==> src/rtl/gray_pkg.sv <==
// Shared definitions for Gray-coded pointer crossings: limits, parameter
// checks and the reference Gray/binary conversions used on both sides.
package gray_pkg;

  localparam int unsigned MIN_SYNC_STAGES = 2;
  localparam int unsigned MIN_VEC_W       = 2;
  // Widest pointer the shared conversion functions handle.
  localparam int unsigned MAX_VEC_W       = 32;

  // True when a pointer width / synchronizer depth pair is usable.
  function automatic bit params_ok(input int unsigned vec_w, input int unsigned sync_stages);
    return (vec_w >= MIN_VEC_W) && (vec_w <= MAX_VEC_W) && (sync_stages >= MIN_SYNC_STAGES);
  endfunction

  // Source-side encoding; narrower values are zero-extended, which leaves
  // the low bits of the result exact.
  function automatic logic [MAX_VEC_W-1:0] bin2gray(input logic [MAX_VEC_W-1:0] bin);
    return bin ^ (bin >> 1);
  endfunction

  // Destination-side decoding: b[msb] = g[msb], b[i] = b[i+1] ^ g[i].
  function automatic logic [MAX_VEC_W-1:0] gray2bin(input logic [MAX_VEC_W-1:0] gray);
    logic [MAX_VEC_W-1:0] bin;
    bin[MAX_VEC_W-1] = gray[MAX_VEC_W-1];
    for (int i = MAX_VEC_W - 2; i >= 0; i--) begin
      bin[i] = bin[i+1] ^ gray[i];
    end
    return bin;
  endfunction

endpackage

==> src/rtl/gray_to_binary.sv <==
// Combinational Gray-to-binary decoder; exact inverse of binary_to_gray.
// Each binary bit is the XOR of all Gray bits at and above its position.
module gray_to_binary
  import gray_pkg::*;
#(
  parameter int unsigned VEC_W = 4
) (
  input  logic [VEC_W-1:0] gray,
  output logic [VEC_W-1:0] bin
);

  if (VEC_W < MIN_VEC_W) begin : gen_width_err
    $error("gray_to_binary: VEC_W must be at least %0d", MIN_VEC_W);
  end

  // Prefix XOR from the MSB down, written per bit to avoid a self-referencing chain.
  for (genvar i = 0; i < VEC_W; i++) begin : gen_bit
    assign bin[i] = ^(gray >> i);
  end

endmodule

==> src/rtl/gray_ptr_sync.sv <==
// Destination-domain receiver for a Gray-coded pointer: synchronizes it,
// decodes it to binary, reports each update with its modular step and
// flags illegal multi-bit Gray transitions.
module gray_ptr_sync
  import gray_pkg::*;
#(
  parameter int unsigned VEC_W       = 4,
  parameter int unsigned SYNC_STAGES = 2
) (
  input  logic             clk,
  input  logic             reset_n,
  input  logic [VEC_W-1:0] gray_i,
  input  logic             err_clr_i,
  output logic [VEC_W-1:0] bin_o,
  output logic [VEC_W-1:0] delta_o,
  output logic             upd_o,
  output logic             err_o
);

  if (!params_ok(VEC_W, SYNC_STAGES)) begin : gen_param_err
    $error("gray_ptr_sync: need VEC_W in [%0d,%0d] and SYNC_STAGES >= %0d",
           MIN_VEC_W, MAX_VEC_W, MIN_SYNC_STAGES);
  end

  localparam logic [VEC_W-1:0] VecOne = VEC_W'(1);

  logic [VEC_W-1:0] sync_q [SYNC_STAGES];
  logic [VEC_W-1:0] g_sync;
  logic [VEC_W-1:0] g_prev_q;
  logic [VEC_W-1:0] g_diff;
  logic [VEC_W-1:0] bin_sync;
  logic             changed;
  logic             multi_bit;
  logic             primed_q;
  logic [VEC_W-1:0] bin_q;
  logic [VEC_W-1:0] delta_q;
  logic             upd_q;
  logic             err_q;

  // Metastability chain; the first stage is the only one sampling gray_i.
  always_ff @(posedge clk or negedge reset_n) begin
    if (!reset_n) begin
      for (int i = 0; i < SYNC_STAGES; i++) begin
        sync_q[i] <= '0;
      end
    end else begin
      sync_q[0] <= gray_i;
      for (int i = 1; i < SYNC_STAGES; i++) begin
        sync_q[i] <= sync_q[i-1];
      end
    end
  end

  assign g_sync = sync_q[SYNC_STAGES-1];

  gray_to_binary #(
    .VEC_W(VEC_W)
  ) u_gray_to_binary (
    .gray(g_sync),
    .bin (bin_sync)
  );

  // Bits that flipped since the previous synchronized sample; more than one
  // set bit means the source skipped a Gray step or the crossing was unsafe.
  always_comb begin
    g_diff    = g_sync ^ g_prev_q;
    changed   = |g_diff;
    multi_bit = |(g_diff & (g_diff - VecOne));
  end

  // Previous sample tracking and output registers, updated once per change.
  always_ff @(posedge clk or negedge reset_n) begin
    if (!reset_n) begin
      g_prev_q <= '0;
      primed_q <= 1'b0;
      bin_q    <= '0;
      delta_q  <= '0;
      upd_q    <= 1'b0;
    end else begin
      g_prev_q <= g_sync;
      upd_q    <= changed;
      if (changed) begin
        primed_q <= 1'b1;
        bin_q    <= bin_sync;
        delta_q  <= bin_sync - bin_q;
      end
    end
  end

  // Sticky error; a new violation takes priority over a coincident clear.
  // The first update after reset is exempt since the reference point is arbitrary.
  always_ff @(posedge clk or negedge reset_n) begin
    if (!reset_n) begin
      err_q <= 1'b0;
    end else if (changed && primed_q && multi_bit) begin
      err_q <= 1'b1;
    end else if (err_clr_i) begin
      err_q <= 1'b0;
    end
  end

  assign bin_o   = bin_q;
  assign delta_o = delta_q;
  assign upd_o   = upd_q;
  assign err_o   = err_q;

endmodule

==> config.mk <==
export PLATFORM = sky130hd
export DESIGN_NAME = gray_ptr_sync
export DESIGN_NICKNAME = d
export VERILOG_FILES = /design/src/rtl/gray_pkg.sv /design/src/rtl/gray_to_binary.sv /design/src/rtl/gray_ptr_sync.sv
export SDC_FILE = /design/constraint.sdc
export NUM_CORES = 1
export LEC_CHECK = 0
export CORE_ASPECT_RATIO = 1.25
export CORE_MARGIN = 4
export CORE_UTILIZATION = 25
export CTS_CLUSTER_SIZE = 25
export DETAILED_ROUTE_END_ITERATION = 8
export HOLD_SLACK_MARGIN = 0.12
export PLACE_DENSITY_LB_ADDON = 0.15
export SYNTH_ARGS = -nofsm -noshare
export SYNTH_HDL_FRONTEND = slang
export SYNTH_SLANG_ARGS = --single-unit
==> constraint.sdc <==
create_clock -name clk -period 2.9 [get_ports clk]
set_clock_uncertainty 0.05 [all_clocks]
set_input_delay 0.58 -clock clk [delete_from_list [all_inputs] [get_ports clk]]
set_output_delay 0.58 -clock clk [all_outputs]
set_load 0.01 [all_outputs]
==> impl_metrics.yaml, run 1 <==
outcome:
  status: "completed"
global_route:
  grt_start_max_net_pins: 24
  grtUsageMet1_pct: 9.26
  grtUsageTotal_pct: 7.91
  grt_pass1_vias: 656
  met2_usage_pct: 13.0
  grt-busiest-layer: "met2"
  overflow: 0
  grt_pass1_wl_um: 3080
  met3_usage_pct: 1.83
  antenna_found_initial: 0
timing:
  relSlewSlack_pct: 58.2
  rsz0062_at_grt: "false"
  period_share_pct: 84.2
  setup_tns_ns: 0
  hold_violations: 0
  fmax_ghz: 0.409
  worst_pin_slew_ns: 0.625
  hold_slack_ns: 0.302
  setup_ws_ns: 0.458
  setup_viol_count_final: 0
  layout_min_cycle_time_ns: 2.44
  slew_viol_final: 0
routing:
  first_iter_violations: 10
  drt_drc_violations_left: 0
  drt-vias-per-instance: 4.09
  vias: 605
  drt_wl_total_um: 1740
  wl_per_cell_um: 11.7
  ant_nets: 0
  dr.pass1.iters: 4
final_layout:
  antenna_cells: 0
  layout.nets: 106
  design_area_um2: 1280
  drive_gt1_share_pct: 17.0
  syn_to_final_growth_pct: 25.5
  postLayoutCoreUtil_pct: 33.1
  stdcell_count: 148
worst_setup_path:
  crit_chain: "xor2_2 -> xnor2_1 -> xor2_1 -> ha_1 -> inv_1 -> fa_1 -> mux2_4"
  r2r_slack_ns: 0.46
  max_stage_delay_ns: 0.49
  cp.required_ns: 3.00
  critPathMaxFanout: 8
  crit_buf_inv: 1
  cpLargestDelayFamily: "XOR/XNOR gates"
  slowest_stage: "dfrtp_1"
  cp.arrival_ns: 2.54
  path_class: "register to register"
  end_kind: "register"
  start_kind: "register"
floorplan:
  ioPinCount: 17
  row_count: 25
  core_um2: 3880
  design.die.area_um2: 5190
  start_util_pct: 26.4
  die_x_um: 65.2
  die_h_um: 79.5
cts:
  hold_buffers: 0
  numCtsBuffers: 3
  tritoncts: "built"
  clockRootBuffer: "clkbuf_8"
  cts_max_level: 1
  cts_buffer_depth: 2
  clk_pin_slew_ns: 0.08
  cts_sinks: 23
  clock_latency_ns: 0.25
  post_cts_buffers: 0
  cts_resized: 0
placed_design:
  placed_cell_area_um2: 1240
  gp_congestion: 0.746
  placed_cells: 144
  hpwl_um: 1310
  numPortBuffers: 16
  preCtsSetupSlack_ns: 0.459
synthesis:
  synth_most_common_cell: "dfrtp_1"
  synth_area_um2: 1020
  synth_top_cell_area_share_pct: 56.2
  synthTopCellsByCount: "23 x dfrtp_1, 7 x inv_1, 6 x xnor2_1"
  syn_avg_cell_area_um2: 13.6
  synthDistinctLibCells: 25
  ys_seq_area_share_pct: 56.2
  synth.ff_latch_count: 23
  yosys_warnings: 0
  synth_area_leaders: "dfrtp_1 56%, xor2_2 6.4%, xnor2_1 5.1%"
  async_flop_share_pct: 100
  synth_top_area_cell: "dfrtp_1"
  ys_dominant_reg_cell: "dfrtp_1"
  syn-num-nets: 86
  synth_edf_count: 0
  synthCells: 75
power:
  p_per_area_nw_per_um2: 642
  p_leak_nw: 0.542
  finalPower_mw: 0.826
  max-vdd-ir-drop_mv: 0.260
job:
  maxCapViolCount: 0
min_path:
  hold_class: "register to register"
area by class of cell:
cell class,count,area [um^2]
Timing Repair Buffer,17,168
Inverter,7,26.3
Clock buffer,4,45.0
Multi-Input combinational cell,43,403
Tap cell,54,67.6
Fill cell,402,2590
Sequential cell,23,576
cell usage in the layout (no fill, tap or decap):
cell              n
dfrtp_1          23
clkdlybuf4s50_1  16
inv_1             7
xnor2_1           6
xor2_2            4
nor2_1            3
a21oi_1           3
ha_1              3
clkbuf_8          3
xor2_1            2
nand4_1           2
nand2_1           2
a22o_1            2
o41ai_2           2
a22oi_1           2
o21ai_0           2
mux2_2            2
mux2i_1           1
a21oi_2           1
mux2_4            1
or2_2             1
nor3_2            1
a21o_1            1
o221ai_1          1
fa_1              1
clkbuf_1          1
buf_4             1
sequential cells by signal, indices dropped and copies added (netlist names):
signal	flops
bin_o	4
delta_o	4
err_o	1
g_prev_q	4
g_sync	4
primed_q	1
sync_q	4
upd_o	1
per-layer routing:
layer  vias up  wire length (um)
li1        292                 -
met1       299               767
met2        10               871
met3         4                43
met4         0                53
met5         -                 0
path summary, 6_finish.rpt:
| check | endpoint | start | depth (start not counted) |
|---|---|---|---|
| hold reg to reg | g_sync[0]$_DFF_PN0_ | sync_q[4]$_DFF_PN0_ | 0 |
| setup reg to reg | delta_o[1]$_DFFE_PN0N_ | g_sync[3]$_DFF_PN0_ | 7 |
| setup / recovery | delta_o[1]$_DFFE_PN0N_ | g_sync[3]$_DFF_PN0_ | 7 |
| min in group asynchronous | g_prev_q[3]$_DFF_PN0_ | reset_n | 2 |
| max in group asynchronous | g_prev_q[1]$_DFF_PN0_ | reset_n | 2 |
| hold / removal | g_sync[0]$_DFF_PN0_ | sync_q[4]$_DFF_PN0_ | 0 |
report_power, final:
part	internal (mW)	switching, mW	total, mW
clock	0.0979	0.0954	0.193
sequential	0.365	0.0360	0.401
combinational	0.132	0.0990	0.231
total	0.595	0.230	0.826
cells by family (layout without fill, tap and decap cells):
group                    Yosys count  count (layout)  share of synthesized area, %
adder cells (fa/ha/maj)            4               4                          5.62
multiplexers                       4               4                          4.64
AND/OR/NAND/NOR                    9               9                          4.65
flip-flops                        23              23                          56.2
AO/OA/AOI/OAI                     14              14                          11.2
buffers and inverters              9              28                          4.40
XOR/XNOR                          12              12                          13.2
Note: power is estimated with default switching activity, not from simulation.
==> run 2: changes to the inputs <==
==> constraint.sdc (replaced) <==
create_clock -name clk -period 2 [get_ports clk]
set_clock_uncertainty 0.05 [all_clocks]
set_input_delay 0.4 -clock clk [delete_from_list [all_inputs] [get_ports clk]]
set_output_delay 0.4 -clock clk [all_outputs]
set_load 0.01 [all_outputs]
==> impl_metrics.yaml, run 2 (synthesis gave the netlist of run 1 again) <==
outcome:
  status: "complete, but fails checks"
  violations: "negative setup slack"
power:
  p_leak_nw: 0.623
  finalPower_mw: 1.29
  power.switching_mw: 0.354
  p_sw_share_pct: 27.5
  p_per_area_nw_per_um2: 898
  intPower_mw: 0.933
  comb_power_share_pct: 34.1
  seq_power_share_pct: 44.7
  max-vdd-ir-drop_mv: 0.514
  pwr-share-clk_pct: 21.2
global_route:
  grt_pass1_vias: 714
  overflow: 0
  grt_start_max_net_pins: 24
  grt_pass1_wl_um: 3090
  grtUsageTotal_pct: 7.64
  antenna_found_initial: 0
worst_setup_path:
  start_kind: "register"
  cp.arrival_ns: 2.21
  end_kind: "register"
  setup.worst_path.end: "delta_o[1]$_DFFE_PN0N_"
  critPathMaxFanout: 2
  critPathLaunch: "g_sync[3]$_DFF_PN0_"
  rr_startpoint: "g_sync[3]$_DFF_PN0_"
  reg2reg_depth: 7
  r2r_slack_ns: -0.11
  path_class: "register to register"
  r2r-end: "delta_o[1]$_DFFE_PN0N_"
  cp.required_ns: 2.09
floorplan:
  die_h_um: 79.5
  design.die.area_um2: 5190
  ioPinCount: 17
  die_x_um: 65.2
  start_util_pct: 26.4
  core_um2: 3880
  row_count: 25
cts:
  clk_pin_slew_ns: 0.07
  clockRootBuffer: "clkbuf_8"
  hold_buffers: 0
  cts_buffer_depth: 2
  clock_latency_ns: 0.25
  tritoncts: "built"
  cts_sinks: 23
  numCtsBuffers: 3
  cts_max_level: 1
min_path:
  hp-start: "sync_q[4]$_DFF_PN0_"
  hold_class: "register to register"
timing:
  worst_pin_slew_ns: 0.284
  hold_violations: 0
  layout_min_cycle_time_ns: 2.11
  hold_slack_ns: 0.300
  rsz0062_at_grt: "true"
  period_share_pct: 106
  setup_ws_ns: -0.115
  relSlewSlack_pct: 81.1
  slew_viol_final: 0
  setup_tns_ns: -0.225
  setup_viol_count_final: 3
  fmax_ghz: 0.473
routing:
  vias: 656
  drt-vias-per-instance: 4.05
  wl_met1_um: 785
  drt_drc_violations_left: 0
  met3WireLength_um: 42
  wl_per_cell_um: 11.2
  top_layer: "met4"
  first_iter_violations: 38
  ant_nets: 0
  dr.pass1.iters: 3
  met2WireLength_um: 977
  drt_wl_total_um: 1820
placed_design:
  gp_congestion: 0.775
  placed_cells: 152
  hpwl_um: 1300
  preCtsSetupSlack_ns: -0.115
  numPortBuffers: 16
final_layout:
  layout.nets: 120
  drive_gt1_share_pct: 36.1
  syn_to_final_growth_pct: 40.0
  fillers: 389
  stdcell_count: 162
  most-common-layout-cells: "23 x dfrtp_1, 16 x clkdlybuf4s50_1, 15 x buf_4, 5 x inv_1"
  final_common_cell: "dfrtp_1"
  antenna_cells: 0
job:
  maxCapViolCount: 0
-- run 2: cell count changes in the layout (fill, tap and decap cells not counted), moves of 2 or more --
cell     delta
buf_4      +14
ha_1        -2
inv_1       -2
inv_2       +2
xnor2_1     -2
xnor2_2     +2
-- run 2: power by group through the flow --
stage | combinational, mW | sequential [mW] | clock, mW
after floorplan | 0.166 | 0.608 | 0
after global placement | 0.376 | 0.583 | 0
after detailed placement | 0.374 | 0.586 | 0
after CTS | 0.427 | 0.577 | 0.290
after global routing | 0.481 | 0.587 | 0.304
final | 0.439 | 0.576 | 0.272
-- run 2: metal layers --
layer  up-vias  global-route usage, %
li1        315                      -
met1       331                   8.92
met2         8                   13.4
met3         2                   1.27
met4         0                   3.73
met5         -                      0
-- run 2: worst max-delay path, cell delays in order, from the launching register on --
cell and delay [ns]:
dfrtp_1 0.41, xor2_2 0.23, xnor2_2 0.15, xor2_1 0.24, ha_2 0.24, inv_2 0.04
fa_2 0.40, mux2_4 0.26
-- run 2: cell type report --
cell class | instances | area (um^2) | share of cell area, %
flip-flops and latches | 23 | 576 | 40.2
multi-input cells | 43 | 445 | 31.1
repair buffers | 31 | 273 | 19.0
well taps | 54 | 67.6 | 4.72
clock buffers | 4 | 45.0 | 3.14
inverters | 7 | 26.3 | 1.83
-- run 2: metrics by stage --
stage / util, % / instance area (um^2)
6_report: 36.9 / 1430
5_1_grt: 36.9 / 1430
4_1_cts: 36.5 / 1410
3_5_place_dp: 33.8 / 1310
3_3_place_gp: 33.8 / 1310
2_1_floorplan: - / 1040
-- run 2: worst min path at each step --
| stage | end | slack [ns] | cells past startpoint |
|---|---|---|---|
| 3_5_place_dp | g_sync[0]$_DFF_PN0_ | 0.28 | 0 |
| 4_1_cts | g_sync[0]$_DFF_PN0_ | 0.30 | 0 |
| 6_report | g_sync[0]$_DFF_PN0_ | 0.30 | 0 |
| 3_3_place_gp | g_sync[0]$_DFF_PN0_ | 0.28 | 0 |
| 2_1_floorplan | bin_o[0]$_DFFE_PN0N_ | 0.05 | 0 |
| 5_1_grt | g_sync[0]$_DFF_PN0_ | 0.31 | 0 |
-- run 2: repair_timing --
item                       4_1_cts  5_1_grt
setup buffers                    5        1
pin swaps                        6        2
setup endpoints to repair        3        3
gates resized for setup          6        2
